File: config.mk
export PLATFORM = sky130hd
export DESIGN_NAME = ntt_sched
export DESIGN_NICKNAME = d
export VERILOG_FILES = /design/src/rtl/ntt_sched.sv
export SDC_FILE = /design/constraint.sdc
export NUM_CORES = 1
export LEC_CHECK = 0
export ABC_CLOCK_PERIOD_IN_PS = 7870
export CORE_MARGIN = 2
export CORE_UTILIZATION = 55
export DETAILED_ROUTE_END_ITERATION = 10
export PLACE_DENSITY = 0.75
export SLEW_MARGIN = 25
export SYNTH_ARGS = -nofsm -noshare
export SYNTH_HDL_FRONTEND = slang
export SYNTH_SLANG_ARGS = --single-unit
File: constraint.sdc
create_clock -name clk -period 7.87 [get_ports clk]
set_input_delay 2.361 -clock clk [delete_from_list [all_inputs] [get_ports clk]]
set_output_delay 2.361 -clock clk [all_outputs]
set_load 0.05 [all_outputs]
File: src/rtl/ntt_sched.sv
// ============================================================================
// Module  : ntt_sched
// Purpose : Issue scheduler for a pipelined radix-2 NTT/INTT butterfly unit.
//           Optional macro NTT_SCHED_PERF_EN adds the cyc_cnt output.
// Rev     : 1.0  initial release
// ============================================================================
`default_nettype none

module ntt_sched #(
    parameter int LOG_N    = 8,
    parameter int PIPE_LAT = 9
) (
    input  logic             clk,
    input  logic             rst,
    input  logic             start,
    input  logic             mode,
    output logic             busy,
    output logic             done,
    output logic             rd_en,
    output logic [LOG_N-1:0] rd_addr_a,
    output logic [LOG_N-1:0] rd_addr_b,
    output logic [LOG_N-1:0] tw_idx,
    output logic             bfu_mode,
    output logic             wr_en,
    output logic [LOG_N-1:0] wr_addr_a,
    output logic [LOG_N-1:0] wr_addr_b
`ifdef NTT_SCHED_PERF_EN
    ,
    output logic [31:0]      cyc_cnt
`endif
);

    localparam int c_SW = (LOG_N > 1) ? $clog2(LOG_N) : 1;
    localparam int c_DW = (PIPE_LAT > 1) ? $clog2(PIPE_LAT) : 1;
    localparam int c_LW = 2 * LOG_N + 1;

    localparam logic [LOG_N-1:0] c_HALF_LAST  = LOG_N'((1 << (LOG_N - 1)) - 1);
    localparam logic [c_SW-1:0]  c_LAST_S     = c_SW'(LOG_N - 1);
    localparam logic [c_DW-1:0]  c_DRAIN_LOAD = c_DW'(PIPE_LAT - 1);

    localparam logic [1:0] S_IDLE  = 2'd0;
    localparam logic [1:0] S_ISSUE = 2'd1;
    localparam logic [1:0] S_DRAIN = 2'd2;
    localparam logic [1:0] S_DONE  = 2'd3;

    logic [1:0]       r_state;
    logic [1:0]       w_next;
    logic [c_SW-1:0]  r_s;
    logic [LOG_N-1:0] r_i;
    logic [c_DW-1:0]  r_drain;
    logic             r_mode;
    logic [c_LW-1:0]  r_dly [PIPE_LAT];

    logic [c_SW-1:0]  w_m;
    logic [LOG_N-1:0] w_g;
    logic [LOG_N-1:0] w_p;
    logic [LOG_N-1:0] w_a;
    logic [LOG_N-1:0] w_b;
    logic [LOG_N-1:0] w_tw;
    logic [c_SW:0]    w_sh1;

    always_ff @(posedge clk or posedge rst) begin
        if (rst) begin
            r_state <= S_IDLE;
        end else begin
            r_state <= w_next;
        end
    end

    always_comb begin
        w_next = r_state;
        case (r_state)
            S_IDLE:  if (start) w_next = S_ISSUE;
            S_ISSUE: if (r_i == c_HALF_LAST) w_next = S_DRAIN;
            S_DRAIN: begin
                if (r_drain == '0) begin
                    w_next = (r_s == c_LAST_S) ? S_DONE : S_ISSUE;
                end
            end
            default: w_next = S_IDLE;
        endcase
    end

    always_ff @(posedge clk or posedge rst) begin
        if (rst) begin
            r_s     <= '0;
            r_i     <= '0;
            r_drain <= '0;
            r_mode  <= 1'b0;
        end else begin
            case (r_state)
                S_IDLE: begin
                    if (start) begin
                        r_mode <= mode;
                        r_s    <= '0;
                        r_i    <= '0;
                    end
                end
                S_ISSUE: begin
                    if (r_i == c_HALF_LAST) begin
                        r_i     <= '0;
                        r_drain <= c_DRAIN_LOAD;
                    end else begin
                        r_i <= r_i + LOG_N'(1);
                    end
                end
                S_DRAIN: begin
                    if (r_drain == '0) begin
                        if (r_s != c_LAST_S) r_s <= r_s + c_SW'(1);
                    end else begin
                        r_drain <= r_drain - c_DW'(1);
                    end
                end
                default: ;
            endcase
        end
    end

    // m = log2(butterfly span); group/position split i into index fields.
    always_comb begin
        w_m   = r_mode ? r_s : (c_LAST_S - r_s);
        w_sh1 = {1'b0, w_m} + (c_SW + 1)'(1);
        w_g   = r_i >> w_m;
        w_p   = r_i & ((LOG_N'(1) << w_m) - LOG_N'(1));
        w_a   = (w_g << w_sh1) | w_p;
        w_b   = w_a + (LOG_N'(1) << w_m);
        // 2^(LOG_N-m)-1 is simply an all-ones word shifted right by m.
        w_tw  = r_mode ? (({LOG_N{1'b1}} >> w_m) - w_g)
                       : ((LOG_N'(1) << r_s) + w_g);
    end

    always_comb begin
        busy      = (r_state != S_IDLE);
        done      = (r_state == S_DONE);
        rd_en     = (r_state == S_ISSUE);
        rd_addr_a = rd_en ? w_a  : '0;
        rd_addr_b = rd_en ? w_b  : '0;
        tw_idx    = rd_en ? w_tw : '0;
        bfu_mode  = r_mode;
    end

    always_ff @(posedge clk or posedge rst) begin
        if (rst) begin
            for (int k = 0; k < PIPE_LAT; k++) r_dly[k] <= '0;
        end else begin
            r_dly[0] <= {rd_en, rd_addr_a, rd_addr_b};
            for (int k = 1; k < PIPE_LAT; k++) r_dly[k] <= r_dly[k-1];
        end
    end

    assign {wr_en, wr_addr_a, wr_addr_b} = r_dly[PIPE_LAT-1];

`ifdef NTT_SCHED_PERF_EN
    logic [31:0] r_cyc;

    always_ff @(posedge clk or posedge rst) begin
        if (rst) begin
            r_cyc <= '0;
        end else if ((r_state == S_IDLE) && start) begin
            r_cyc <= '0;
        end else if (busy) begin
            r_cyc <= r_cyc + 32'd1;
        end
    end

    assign cyc_cnt = r_cyc;
`endif

endmodule

`default_nettype wire

# Word-level counts from Yosys, hierarchy flattened
# Index checks and enable logic that the tools add are counted.
# classes
add_sub_neg,9
n_reduce_logical,11
shifts,5
n_eq_ne,11
n_bitwise,2
n_mux,20
# op_table
operator,count
two-way mux 8 bit,6
adder 8 bit,2
case mux 8 bit (2 select lines),1
left shift 1 x 3 -> 8 bit (first input constant),2
two-way mux 3 bit,4
adder 8 x 1 -> 8 bit (second input constant),1
AND 8 bit,1
== test 8 x 7 -> 1 bit (second input constant),1
two-way mux 2 bit,4
two-way mux 4 bit,2
inequality test 2 bit (second input constant),4
OR 8 bit,1
case mux 4 bit (2 select lines),1
nonzero test 2 bit,4
left shift 8 x 4 -> 8 bit,1
right shift 8 x 3 -> 8 bit,1
right shift 8 x 3 -> 8 bit (first input constant),1
subtractor 8 x 1 -> 8 bit (second input constant),1
subtractor 8 bit,1
case mux 2 bit (3 select lines),1
case mux 3 bit (2 select lines),1
AND reduction 3 bit,2
adder 3 x 1 -> 4 bit (second input constant),1
== test 2 bit (second input constant),2
other kinds (11),12
# word_totals
out_inout_bits,45
reg_bits,171
wordCells,72

# Logic depth before layout (Yosys ltp)
# depth
word_depth,8
ltp_mapped,18
mapped_depth_nobuf,14

# Least setup slack after synthesis
# OpenSTA, ideal clock, no wires.
# synth_path
path_kind,register to output
start,"register r_mode, in the netlist bfu_mode"
end,output rd_addr_b[7]
path_slack_ns,0.947
stages_incl_launch_ff,19
n_path_buf,4
required_ns,5.509
arrival_ns,4.562
cell_sequence,dfrtp_1 > buf_6 > buf_12 > xor2_2 > buf_4 > nor2_1 > ha_1 > clkbuf_1 > inv_1 > nor2_1 > a21o_1 > o21ai_1 > nand2_1 > ha_1 > a21o_1 > a21o_1 > a221o_1 > or3_1 > mux2i_1
# synth_via
elab_chain_cells,7
word_cells_on_any_way,10
cone_classes,add/sub (3); shift (3); mux (2); bitwise (2)
# synth_lines
item,line_no,source
start: declaration,51,logic r_mode;
start signal: assignment,94,r_mode <= mode;
two-way mux 3 bit *,121,w_m = r_mode ? r_s : (c_LAST_S - r_s);
left shift 1 x 3 -> 8 bit,"124, 126",
subtractor 8 x 1 -> 8 bit,124,w_p = r_i & ((LOG_N'(1) << w_m) - LOG_N'(1));
AND 8 bit,124,
OR 8 bit,125,w_a = (w_g << w_sh1) | w_p;
adder 8 bit *,126,w_b = w_a + (LOG_N'(1) << w_m);
two-way mux 8 bit *,137,rd_addr_b = rd_en ? w_b : '0;
end: declaration,21,"output logic [LOG_N-1:0] rd_addr_b,"
# Mark *: on every way between the ends. The rest lies on a longest branch, timed or not.

# Worst setup path after layout
# Ends and elaborated chain as after synthesis.

==> results.yml <==
run_status:
  status: "complete, no violations"
logic_synthesis:
  synth_cells: 595
  syn_nets: 631
  netlist_area_sq_um: 7210
  yosys_warnings: 0
  synth_cell_type_count: 72
  synth_area_per_cell_sq_um: 12.1
  async_flop_share: 1.00
  synth_area_leaders: "dfrtp_1 59%, ha_1 5.4%, a21oi_1 2.3%, buf_4 1.9%, nor2_1 1.9%"
  synth_edf_count: 0
  post-synth-top-count-cell: "dfrtp_1"
  ys_ff_latch: 171
  ys.flop_type: "dfrtp_1"
  synth_top_cell_by_area: "dfrtp_1"
  yosysSeqAreaShare: 0.594
  synthTopCellsByCount: "171 x dfrtp_1, 36 x nor2_1, 35 x nand2_1, 33 x a21oi_1, 31 x ha_1"
  yosysTopAreaCellShare: 0.594
sta:
  skew_ns: 0.0147
  hold_violations: 0
  worst_pin_slew_ns: 0.764
  worst_slack_ns: 0.354
  holdWs_ns: 0.346
  setup_viol: 0
  slew_violations: 0
  finalSetupTns_ns: 0
  fmax_mhz: 133
  worst_slew_margin_rel: 0.491
  rsz0062_at_grt: "false"
  min_period_ns: 7.52
  fin_crit_sh: 0.955
hold_path:
  min_from: "r_dly[99]$_DFF_PP0_"
  min_to: "r_dly[82]$_DFF_PP0_"
  hp-class: "reg -> reg"
  holdPathStages: 0
pwr:
  power_mw: 2.18
  irDropWorstVdd_mv: 0.186
  cellLeakagePower_nw: 3.76
  power_density_nw_per_um2: 262
setup_path:
  required_ns: 5.51
  end_kind: "primary output"
  critPathKind: "reg -> out"
  cp_data_arrival_time_ns: 5.15
  startpoint_type: "flop"
  crit_fanout: 24
  r2r_slack_ns: 3.60
  r2r-end: "r_dly[143]$_DFF_PP0_"
  reg2regPathDepth: 14
  r2r-start: "bfu_mode$_DFFE_PP0P_"
detailed_routing:
  ant_nets: 0
  drc: 0
  wl_met1_microns: 7090
  wl_met3_microns: 791
  drt_iter0_drc: 467
  drt_pass1_iterations: 5
  wl_met2_microns: 8350
  wl_microns: 16500
  avgRoutedWirePerCell_microns: 20.2
  top_layer: "met4"
  viasPerCell: 5.76
  route.vias.total: 4707
global_routing:
  grt_pass1_wl_microns: 27100
  antenna_found_initial: 0
  grt_use_total: 0.252
  grt-ovfl-total: 0
  grt_start_max_net_pins: 122
  grt_pass1_vias: 4779
clock_network:
  clockBufferDepth: 2
  clk_latency_ns: 0.42
  htree_levels: 4
  cts-buffers-inserted: 17
  holdBufCountCts: 0
  cts.sinks: 171
  clockRootBuffer: "clkbuf_16"
  post-cts-setup-buffers: 0
  cts_tree: "yes"
  clkTransAtPathRegs_ns: 0.07
floorplan:
  ioPinCount: 49
  die_h_microns: 118
  dieArea_sq_um: 14000
  core_sq_um: 12700
  chipWidth_microns: 118
  placementRows: 41
  initial_utilization: 0.567
place:
  finalWeightedCongestion: 0.915
  placed_area_sq_um: 7730
  portBuffers: 48
  dp_hpwl_microns: 10600
  pre_cts_ws_ns: 0.477
flow_run:
  maxCapViolations: 0
finish:
  stdcell_area_sq_um: 8340
  final_nets: 668
  area_delta_synth_final_pct: 15.7
  drive_gt1_frac: 0.107
  n_antenna_cell: 0
-- stage by stage --
| stage | cells | utilization |
|---|---|---|
| after CTS | 817 | 0.655 |
| after floorplan | 595 | - |
| after detailed placement | 785 | 0.608 |
| after global placement | 785 | 0.608 |
| final | 817 | 0.656 |
| after global routing | 817 | 0.656 |
-- power breakdown --
part,leakage [nW],switching [mW],internal (mW),total [mW]
sequential,2.02,0.0418,0.982,1.02
clock,0.299,0.382,0.464,0.847
combinational,1.44,0.214,0.100,0.314
-- critical path: stages (launching register included) --
cell and delay [ns]:
dfrtp_1 0.59, buf_12 0.25, xor2_4 0.38, mux2i_1 0.19, a311oi_2 0.42, nand2_1 0.22, o21ai_0 0.22, o21ai_1 0.10
nand2_1 0.11, ha_1 0.30, a21o_1 0.21, a21o_1 0.21, a221o_1 0.39, or3_1 0.36, mux2i_1 0.21, dlygate4sd2_1 0.57
-- worst max-delay path by stage --
stage / to / start / depth (start not counted)
floorplan: bfu_mode$_DFFE_PP0P_ / rst / 1
global placement: rd_addr_b[7] / r_s[0]$_DFFE_PP0P_ / 15
detailed placement: rd_addr_b[7] / r_s[0]$_DFFE_PP0P_ / 12
CTS: rd_addr_b[6] / r_s[1]$_DFFE_PP0P_ / 15
global route: rd_addr_b[7] / bfu_mode$_DFFE_PP0P_ / 15
finish: rd_addr_b[7] / bfu_mode$_DFFE_PP0P_ / 15
-- flip-flops by register name, indices dropped and copies added (netlist names) --
signal	cells
r_state	2
bfu_mode	1
r_s	3
wr_addr_b	8
r_i	8
wr_addr_a	8
r_dly	136
wr_en	1
r_drain	4
-- routing by layer --
layer	up-vias	GRT usage
met5	-	0
met2	165	0.424
met1	2376	0.337
met3	24	0.0507
met4	0	0.0670
li1	2142	-
-- layout by cell type (no fill, tap or decap), types with 4 or more instances in the layout --
master | netlist | final
a211oi_1 | 6 | 6
or4b_1 | 4 | 4
mux2i_1 | 8 | 8
and2_1 | 19 | 19
inv_8 | 0 | 6
nor3_1 | 12 | 12
a31oi_1 | 7 | 7
xnor2_1 | 9 | 9
o21ai_0 | 22 | 22
clkdlybuf4s50_1 | 0 | 46
a21o_1 | 10 | 10
dfrtp_1 | 171 | 168
nand4b_1 | 4 | 4
clkbuf_16 | 0 | 17
nand3_1 | 15 | 15
o21bai_1 | 4 | 4
nand4_1 | 4 | 4
nand2_1 | 35 | 35
inv_1 | 25 | 24
buf_4 | 18 | 10
xor2_1 | 6 | 6
a21oi_1 | 33 | 33
nand2b_1 | 8 | 8
nor2_1 | 36 | 36
ha_1 | 31 | 31
a2111oi_2 | 4 | 4
nor2b_1 | 5 | 5
inv_6 | 0 | 5
o21a_1 | 6 | 6
and3_1 | 4 | 4
or3_1 | 5 | 5
-- cell type report --
class | instances | area (sq um)
Sequential cell | 171 | 4280
Multi-Input combinational cell | 356 | 2550
Clock buffer | 18 | 439
Fill cell | 947 | 4380
Tap cell | 172 | 215
Timing Repair Buffer | 59 | 577
Inverter | 27 | 109
Clock inverter | 14 | 164
-- kinds of logic after synthesis --
group | Yosys count | share of synthesized area
AND/OR/NAND/NOR | 164 | 0.122
buffers and inverters | 68 | 0.0521
flip-flops | 171 | 0.594
AO/OA/AOI/OAI | 128 | 0.125
multiplexers | 11 | 0.0174
XOR/XNOR | 20 | 0.0326
adder cells (fa/ha/maj) | 33 | 0.0580
-- what timing repair did --
| action | CTS | global route |
|---|---|---|
| resized for setup | 2 | 4 |
| endpoints found under the setup margin | 1 | 3 |
| cloned | 0 | 0 |
Note: power is estimated with default switching activity, not from simulation.
==> RTL edit: new RTL, same flow settings <==
Add a define of `NTT_SCHED_PERF_EN`.
--- a/src/rtl/ntt_sched.sv
+++ b/src/rtl/ntt_sched.sv
@@ -5,6 +5,8 @@
 // Rev     : 1.0  initial release
 // ============================================================================
 `default_nettype none
+
+`define NTT_SCHED_PERF_EN
 
 module ntt_sched #(
     parameter int LOG_N    = 8,
Formal check against the unedited RTL (old outputs only; new: cyc_cnt): equivalent (Yosys induction, for registers that start in step).
==> RTL edit against the unedited design <==
Critical path depth down 1; count of clock-buffer cells in the layout grew 8; sequential power rose by 7%; sequential share of layout area decreased by 0.80 points; synthesized cell count is 19% higher; wire length grew 14%; sequential cell count rose by 32; via count grew 20%; synthesized area is 17% higher; final area grew 21%; non-clock buffer count grew 29; power up 3.7%; setup slack lost 0.073 ns; hold slack worse by 0.00092 ns.
==> RTL edit: results (changes against the unedited design) <==
clk_pin_slew_worst_paths_ns: 0.06
netlist_top_cells_count: "dfrtp_1, nand2_1, nor2_1"
fin_cells: 982  # +20%
clk_path_buf_depth: 3  # +1
grt_max_degree: 204  # +67%
wl_met1_mm: 7.71  # +8.8%
dp_hpwl_mm: 12.4  # +17%
portBuffers: 80  # +67%
wl_met2_mm: 9.85  # +18%
drive_gt1_frac: 0.0945  # -0.0125
ys_seq_area_frac: 0.600  # +0.00668
grt_pass1_wl_mm: 30.6  # +13%
status: "completed"
wl_mm: 18.8  # +14%
leakagePower_uw: 0.00456  # +21%
crit_fanout: 19  # -21%
pg_comb_uw: 158  # -50%
drtIter0Drc: 463  # -0.86%
hold_violations: 0  # unchanged
via_count: 5642  # +20%
pwr-share-clk: 0.447  # +0.059
synth_area_per_cell_sq_um: 11.9  # -1.8%
grt_pass1_vias: 5868  # +23%
synthMuxAreaShare: 0.0346  # +0.0172
gr-usage-met2: 0.421  # -0.00356
swShare: 0.228  # -0.0640
largest_reg_flops: 136  # unchanged
grt.met3_usage: 0.0334  # -0.0173
cp.arrival_ns: 5.23  # +0.08 ns
dp.cells: 945  # +20%
first_pass_iters: 6  # +1
routabilityCongestion: 0.876  # -4.2%
ys_types: 76  # +5.6%
synth_compound_area_frac: 0.116  # -0.00841
cts-htree-levels: 1  # -3
synth_xor_area_frac: 0.0312  # -0.00143
syn-num-nets: 748  # +19%
dr_wl_met3_microns: 661  # -16%
layout.nets: 817  # +22%
grt_usage: 0.239  # -0.0131
fill_cells: 1100  # +16%
maxSlewHeadroom: 0.449  # -0.0417
synth_adder_area_share: 0.0497  # -0.00829
cts-buffers-inserted: 20  # +3
ir_worst_vdd_mv: 0.138  # -26%
fin_skew_ns: 0.0119  # -0.00279 ns
==> RTL edit: cell types whose count changed in the layout (fill, tap and decap cells not counted), moves of 7 or more <==
| cell | unedited run | this run |
|---|---|---|
| o31ai_1 | 3 | 13 |
| mux2i_1 | 8 | 15 |
| nor2_1 | 36 | 43 |
| and2_1 | 19 | 12 |
| a21oi_1 | 33 | 24 |
| dfrtp_1 | 168 | 201 |
| clkdlybuf4s50_1 | 46 | 79 |
| o21ai_0 | 22 | 35 |
| o211ai_1 | 1 | 11 |
| nand2_1 | 35 | 68 |
| nand3_1 | 15 | 27 |
==> RTL edit: timing repair <==
action | 4_1_cts | 5_1_grt
gates resized for setup | 0 | 2
hold buffers | 0 | 0
endpoints found under the setup margin | 0 | 2
==> RTL edit: critical path: stages (launching register included) <==
cell	delay, ns
dfrtp_1	0.64
buf_4	0.33
and4b_1	0.25
nor4_4	0.30
o311a_2	0.25
nor2_2	0.10
mux4_1	0.50
nand2_1	0.10
nand3_1	0.08
ha_1	0.34
a21o_1	0.23
a2111oi_2	0.42
o21ai_0	0.13
a21oi_1	0.22
clkdlybuf4s50_1	0.83
==> RTL edit: layout make-up <==
| cell class | instances | area share |
|---|---|---|
| Clock buffer | 26 | 0.0571 |
| Clock inverter | 10 | 0.0136 |
| Tap cell | 188 | 0.0234 |
| Sequential cell | 203 | 0.505 |
| Multi-Input combinational cell | 435 | 0.300 |
| Inverter | 32 | 0.0123 |
| Timing Repair Buffer | 88 | 0.0886 |
==> RTL edit: worst paths after layout <==
| check | cells past startpoint | from | to | slack, ns |
|---|---|---|---|---|
| setup / recovery | 14 | r_s[0]$_DFFE_PP0P_ | rd_addr_b[5] | 0.28 |
| hold / removal | 0 | r_dly[116]$_DFF_PP0_ | r_dly[99]$_DFF_PP0_ | 0.34 |
| setup reg to reg | 14 | r_s[0]$_DFFE_PP0P_ | r_dly[143]$_DFF_PP0_ | 3.59 |
| hold reg to reg | 0 | r_dly[116]$_DFF_PP0_ | r_dly[99]$_DFF_PP0_ | 0.34 |
| max in group asynchronous | 4 | rst | r_dly[116]$_DFF_PP0_ | 4.59 |
| min in group asynchronous | 3 | rst | cyc_cnt[10]$_DFFE_PP0P_ | 2.34 |
==> RTL edit: kinds of logic (layout without fill, tap and decap cells) <==
logic type,Yosys count,count (layout)
buf+inv,73,156
simple gates,210,210
fa+ha+maj,33,33
mux,25,25
xor+xnor,26,26
flops,203,203
compound gates,141,141
==> RTL edit: metrics by stage <==
stage	instance area [sq um]	setup WS, ns	power (uW)
final	10100	0.281	2260
after global routing	10100	0.0255	2350
after CTS	10000	0.214	2290
after detailed placement	9310	0.704	1270
after global placement	9310	0.718	1270
after floorplan	8470	1.24	1230
